--- config.mk ---
export PLATFORM = sky130hd
export DESIGN_NAME = id_ex_stage
export DESIGN_NICKNAME = d
export VERILOG_FILES = /design/src/rtl/id_ex_stage.sv
export SDC_FILE = /design/constraint.sdc
export NUM_CORES = 1
export LEC_CHECK = 0
export ABC_CLOCK_PERIOD_IN_PS = 1800
export CORE_MARGIN = 4
export CORE_UTILIZATION = 42
export DETAILED_ROUTE_END_ITERATION = 6
export PLACE_DENSITY = 0.84
export SYNTH_ARGS = -nofsm -noshare
export SYNTH_HDL_FRONTEND = slang
export SYNTH_SLANG_ARGS = --single-unit
--- constraint.sdc ---
create_clock -name inClock -period 1.8 [get_ports inClock]
set_input_delay 0.36 -clock inClock [delete_from_list [all_inputs] [get_ports inClock]]
set_output_delay 0.36 -clock inClock [all_outputs]
set_load 0.02 [all_outputs]
--- src/rtl/id_ex_stage.sv ---
// id_ex_stage: decode-to-execute pipeline register with load-use hazard detector.
// Captures the decoder control word, operands, register specifiers and next-PC
// each cycle. Supports flush (taken branch/jump) and a downstream hold.
// Optional feature macro: HAZARD_DETECT_EN
//   defined   -> load-use detection inserts a one-cycle bubble and freezes PC/IF-ID
//   undefined -> no detection; outStall follows inHold only
module id_ex_stage #(
   parameter int unsigned DATA_W     = 32,
   parameter int unsigned REG_ADDR_W = 5,
   parameter int unsigned CTRL_W     = 15
) (
   input  logic                  inClock,
   input  logic                  inReset,
   input  logic [CTRL_W-1:0]     inControl,
   input  logic [DATA_W-1:0]     inPCNext,
   input  logic [DATA_W-1:0]     inRegA,
   input  logic [DATA_W-1:0]     inRegB,
   input  logic [DATA_W-1:0]     inSignExt,
   input  logic [REG_ADDR_W-1:0] inRs,
   input  logic [REG_ADDR_W-1:0] inRt,
   input  logic [REG_ADDR_W-1:0] inRd,
   input  logic                  inFlush,
   input  logic                  inHold,
   output logic [CTRL_W-1:0]     outControl,
   output logic [DATA_W-1:0]     outPCNext,
   output logic [DATA_W-1:0]     outRegA,
   output logic [DATA_W-1:0]     outRegB,
   output logic [DATA_W-1:0]     outSignExt,
   output logic [REG_ADDR_W-1:0] outRs,
   output logic [REG_ADDR_W-1:0] outRt,
   output logic [REG_ADDR_W-1:0] outRd,
   output logic                  outValid,
   output logic                  outStall
);

   localparam int unsigned MEM_READ_BIT = 6;

   logic [CTRL_W-1:0]     r_control;
   logic [DATA_W-1:0]     r_pc_next;
   logic [DATA_W-1:0]     r_reg_a;
   logic [DATA_W-1:0]     r_reg_b;
   logic [DATA_W-1:0]     r_sign_ext;
   logic [REG_ADDR_W-1:0] r_rs;
   logic [REG_ADDR_W-1:0] r_rt;
   logic [REG_ADDR_W-1:0] r_rd;
   logic                  r_valid;
   logic                  w_hazard;

`ifdef HAZARD_DETECT_EN
   // Load in EX whose destination is read by the decode instruction (rs or rt, conservatively)
   assign w_hazard = r_valid & r_control[MEM_READ_BIT] & (r_rt != '0) &
                     ((r_rt == inRs) | (r_rt == inRt));
`else
   // No hardware interlock: software schedules a NOP after each load
   assign w_hazard = 1'b0;
`endif

   // Freeze request for PC and IF/ID; masked while reset is asserted
   assign outStall = inReset & (w_hazard | inHold);

   // Pipeline register update: flush > hold > load-use bubble > normal capture
   always_ff @(posedge inClock or negedge inReset) begin
      if (!inReset) begin
         r_control  <= '0;
         r_pc_next  <= '0;
         r_reg_a    <= '0;
         r_reg_b    <= '0;
         r_sign_ext <= '0;
         r_rs       <= '0;
         r_rt       <= '0;
         r_rd       <= '0;
         r_valid    <= 1'b0;
      end else if (inFlush) begin
         r_control  <= '0;
         r_valid    <= 1'b0;
         r_pc_next  <= inPCNext;
         r_reg_a    <= inRegA;
         r_reg_b    <= inRegB;
         r_sign_ext <= inSignExt;
         r_rs       <= inRs;
         r_rt       <= inRt;
         r_rd       <= inRd;
      end else if (inHold) begin
         r_control  <= r_control;
         r_valid    <= r_valid;
      end else if (w_hazard) begin
         // Bubble: zero control so it never writes the register file or memory
         r_control  <= '0;
         r_valid    <= 1'b0;
         r_rt       <= '0;
         r_pc_next  <= inPCNext;
         r_reg_a    <= inRegA;
         r_reg_b    <= inRegB;
         r_sign_ext <= inSignExt;
         r_rs       <= inRs;
         r_rd       <= inRd;
      end else begin
         r_control  <= inControl;
         r_valid    <= 1'b1;
         r_pc_next  <= inPCNext;
         r_reg_a    <= inRegA;
         r_reg_b    <= inRegB;
         r_sign_ext <= inSignExt;
         r_rs       <= inRs;
         r_rt       <= inRt;
         r_rd       <= inRd;
      end
   end

   assign outControl = r_control;
   assign outPCNext  = r_pc_next;
   assign outRegA    = r_reg_a;
   assign outRegB    = r_reg_b;
   assign outSignExt = r_sign_ext;
   assign outRs      = r_rs;
   assign outRt      = r_rt;
   assign outRd      = r_rd;
   assign outValid   = r_valid;

endmodule

# Yosys cells after proc, flatten, opt, wreduce, memory -nomap -nowiden
# Cells that the tools add are included.
# word_totals
inputBits	162
latch_bits	0
reg_bits	159
mem_bits_rw	0
mem_count	0
wordCells	29
rom_bits	0
output_inout_bits	160
# op_classes
muxes	18
n_shift	0
n_bitwise	1
n_eq_ne	1
n_mul	0
order_cmp	0
div	0
addsub	0
n_reduce_logical	0
# ops
op	n
2-to-1 mux 32 bit	8
2-to-1 mux 15 bit	2
2-to-1 mux 5 bit	6
2-to-1 mux 1 bit	2
!= test 2 bit (second input constant)	1
AND 1 bit	1

# Longest topological paths before layout
# Gate-level depths: netlist of run 1.
# depth
depth_word	2
depth_mapped	6

# Worst setup path before layout of run 1
# Ideal clock, no wire load.
# synth_timing
path_kind	input to register
start	input port inHold
end	register r_pc_next[0], in the netlist outPCNext[0]
setup_slack_ps	376
cell_stages	6
arrival_ps	1299
setup_ps	125
n_path_buf	4
path_cell_list	buf_4 > nand2b_4 > buf_6 > buf_6 > buf_6 > mux2_4
# synth_between
elab_chain_len	1
# synth_lines
element	line	source
start: declaration	23	input logic inHold,
!= test 2 bit (no line)	n/a	
end signal: assignment	76	r_pc_next <= inPCNext;
end signal: assignment	91	r_pc_next <= inPCNext;
end signal: assignment	100	r_pc_next <= inPCNext;
end: declaration	39	logic [DATA_W-1:0] r_pc_next;
# Every way passes these cells.
# A chain may end at the register's enable or synchronous reset.

# Worst setup path after layout of run 1
# layout_timing
start	register r_reg_a[17], in the netlist outRegA[17]
end	output port outRegA[17]
# layout_lines
element	line	source
start: declaration	40	logic [DATA_W-1:0] r_reg_a;
start signal: assignment	77	r_reg_a <= inRegA;
start signal: assignment	92	r_reg_a <= inRegA;
start signal: assignment	101	r_reg_a <= inRegA;
end: declaration	26	output logic [DATA_W-1:0] outRegA,
# No word-level cell between the ends.

==> summary.md, run 1 <==
| Metric | Value |
|---|---|
| Crit-path cells | clkdlybuf4s50_1 |
| R2R setup slack | 1010 ps |
| Fin. Hold Viols | 0 |
| Final wirelength | 17,700 um |
| Final core utilization | 0.727 |
| Largest stage delay, worst path | 640 ps |
| CP Launch Type | register |
| Number of global-route vias before repair | 4,948 |
| Pwr Density | 935 nW/um2 |
| Initial DRC Count | 143 |
| Final setup vio count | 0 |
| Share of layout cells above drive strength 1 | 0.273 |
| Antenna diodes | 0 |
| NumNets Final | 860 |
| Worst hold path class | in -> async |
| Commonest non-fill, non-tap cell in the layout | clkdlybuf4s50_1 |
| R2r endpoint | outRs[1] |
| Worst setup path start | outRegA[17] |
| Proportion of synthesized area in mux cells | 0.324 |
| Initial Util | 0.430 |
| Period utilization | 0.976 |
| Syn Nets | 518 |
| Post-synth cell types | 13 |
| FMAX | 0.569 GHz |
| Peak supply drop | 0.000654 V |
| Crit path depth | 1 |
| Area grow syn2layout | 69.0% |
| Worst r2r src | outRs[1] |
| GRT Total Usage | 0.209 |
| Kind of critical path | reg -> out |
| Overflow after GRT | 0 |
| Routed vias/inst | 4.79 |
| Crit Path Max Fanout | 2 |
| Drt first pass iters | 4 |
| DIE HEIGHT | 130 um |
| Worst-case hold slack | 118 ps |
| Crit path capture type | output port |
| DR DRC count | 0 |
| Cts hold-fix bufs | 0 |
| Post-DR wirelength/cell | 19.8 um |
| Final ANT Viol Nets | 0 |
| Row cnt | 44 |
| Worst EP arrival | 1400 ps |
| Clk buf depth | 2 |
| Critical path's top delay family | buffers and inverters |
| Clock-pin slew on the worst setup and hold paths | 60 ps |
| Mapped Area | 6250 um2 |
| Register area | 3980 um2 |
| Reg2Reg Depth | 1 |
| Core ar. | 14,500 um2 |
| Simple-gate share of the synthesized area | 0.0122 |
| Synth warn | 0 |
| Fin Clk Skew | 0 ps |
| Worst slew margin | 0.444 |
| Largest family of logic cells by synthesized area | multiplexers |
| Register area share after synthesis | 0.637 |
| Min cycle time layout | 1760 ps |
| Post-synthesis xor/xnor area fraction | 0 |
| Worst-Margin Slew | 834 ps |
| Die X-Extent | 130 um |
| CTS Root Cell | clkbuf_16 |
| Worst Setup EP | outRegA[17] |
| Fin. max-slew vios | 0 |
| DIE AREA | 16,900 um2 |
| Required time worst endpoint | 1440 ps |
| Status | finished clean |
| Leak | 5.13 nW |
| Post-synthesis instance total | 356 |
| Ports | 322 |
| Most frequent cells in the layout | clkdlybuf4s50_1 (262), dfrtp_1 (159), mux2_2 (73) |
| Complex-gate fraction of the synthesized area | 0.000801 |
| Initial antenna violation count | 0 |
| FILL cells | 951 |
| Critical-path top delay cell | clkdlybuf4s50_1 |
| RSZ-0062 raised after global routing | no |
| Worst path bufs/invs | 1 |
| CTS tree | done |
| Post-synthesis adder-cell area fraction | 0 |
| First-pass GRT wire length | 26,700 um |
| CTS Buf Count | 17 |
| Post-DP HPWL | 13,400 um |
| Area occupied by multi-input gates | 2100 um2 |
| DR vias | 4,280 |
| Clock H-tree levels | 4 |
| Syn avg cell area | 17.6 um2 |
| Yosys reg bits | 159 |
| Number of max-cap violations | 0 |
| Gpl congestion | 0.742 |
| Largest net degree at the start of global routing | 160 |
| CTS Sinks | 159 |
| Worst-Skew Late Latency | 410 ps |
| Input/output buffers | 321 |
==> timing repair <==
action	in CTS	in global routing
buffers inserted	0	0
gates resized for setup	10	48
setup endpoints to repair	10	48
==> synthesized netlist by cell type <==
cell / count / area share
clkbuf_1: 1 / 0.00060
dfrtp_1: 159 / 0.64
buf_4: 1 / 0.0012
mux2_4: 70 / 0.17
mux2i_1: 15 / 0.024
a21oi_1: 1 / 0.00080
buf_6: 10 / 0.018
nor2_1: 15 / 0.0090
mux2_2: 73 / 0.13
and2_1: 1 / 0.0010
nand2b_4: 1 / 0.0022
inv_1: 1 / 0.00060
buf_2: 8 / 0.0064
==> how the worst min path moves through the flow <==
stage | from | endpoint | slack (ps) | depth (start not counted)
finish | inReset | outPCNext[23] | 120 | 2
global route | inReset | outPCNext[30] | 180 | 2
CTS | inReset | outPCNext[30] | 160 | 2
detailed placement | outRegA[29] | outRegA[29] | 500 | 1
global placement | outRt[2] | outRt[2] | 490 | 1
floorplan | inReset | outControl[0] | 60 | 0
==> registers in the layout, summed over array words and instances, names as in the netlist, 5 cells and up <==
name and cells:
outControl 15, outPCNext 32, outRd 5, outRegA 32, outRegB 32, outRs 5, outRt 5, outSignExt 32
==> logic make-up after synthesis <==
kind of cell	Yosys count
flip-flops	159
multiplexers	158
AND/OR/NAND/NOR	17
AO/OA/AOI/OAI	1
buffers and inverters	21
==> metrics by stage <==
step                      instance area [um2]  cells  worst slack [ps]  setup TNS (ps)  power [mW]
after global routing                    10600    894             0.137               0        10.3
final                                   10600    894              42.6               0        9.88
after CTS                               10400    894             0.462               0        10.0
after floorplan                          6250    356               376               0        4.95
after detailed placement                 9820    863              -167           -6620        6.16
after global placement                   9820    863              -210           -5210        6.09
==> where the power goes <==
group	switching, mW	internal [mW]	total [mW]
Clock	1.33	2.50	3.83
Combinational	0.846	1.17	2.01
Sequential	0.169	3.87	4.04
==> metal layers <==
layer	share of wire	global-route usage	vias up
met5	0	0	-
met4	0.036	0.0984	0
met3	0.079	0.0647	44
met2	0.53	0.369	209
met1	0.35	0.231	2105
li1	-	-	1922
==> final cells by class <==
class	instances	area share
clock buffers	26	0.0482
clock inverters	5	0.0118
inverters	1	0.000355
multi-input cells	176	0.199
flip-flops and latches	159	0.377
well taps	184	0.0218
repair buffers	343	0.342
No activity file was read; power rests on OpenSTA's default activity.
==> run 2: changes to the inputs <==
- CTS_CLUSTER_DIAMETER: unset -> 200
==> results of run 2 <==
The final DEF is identical to that of run 1; final timing and power are the same.
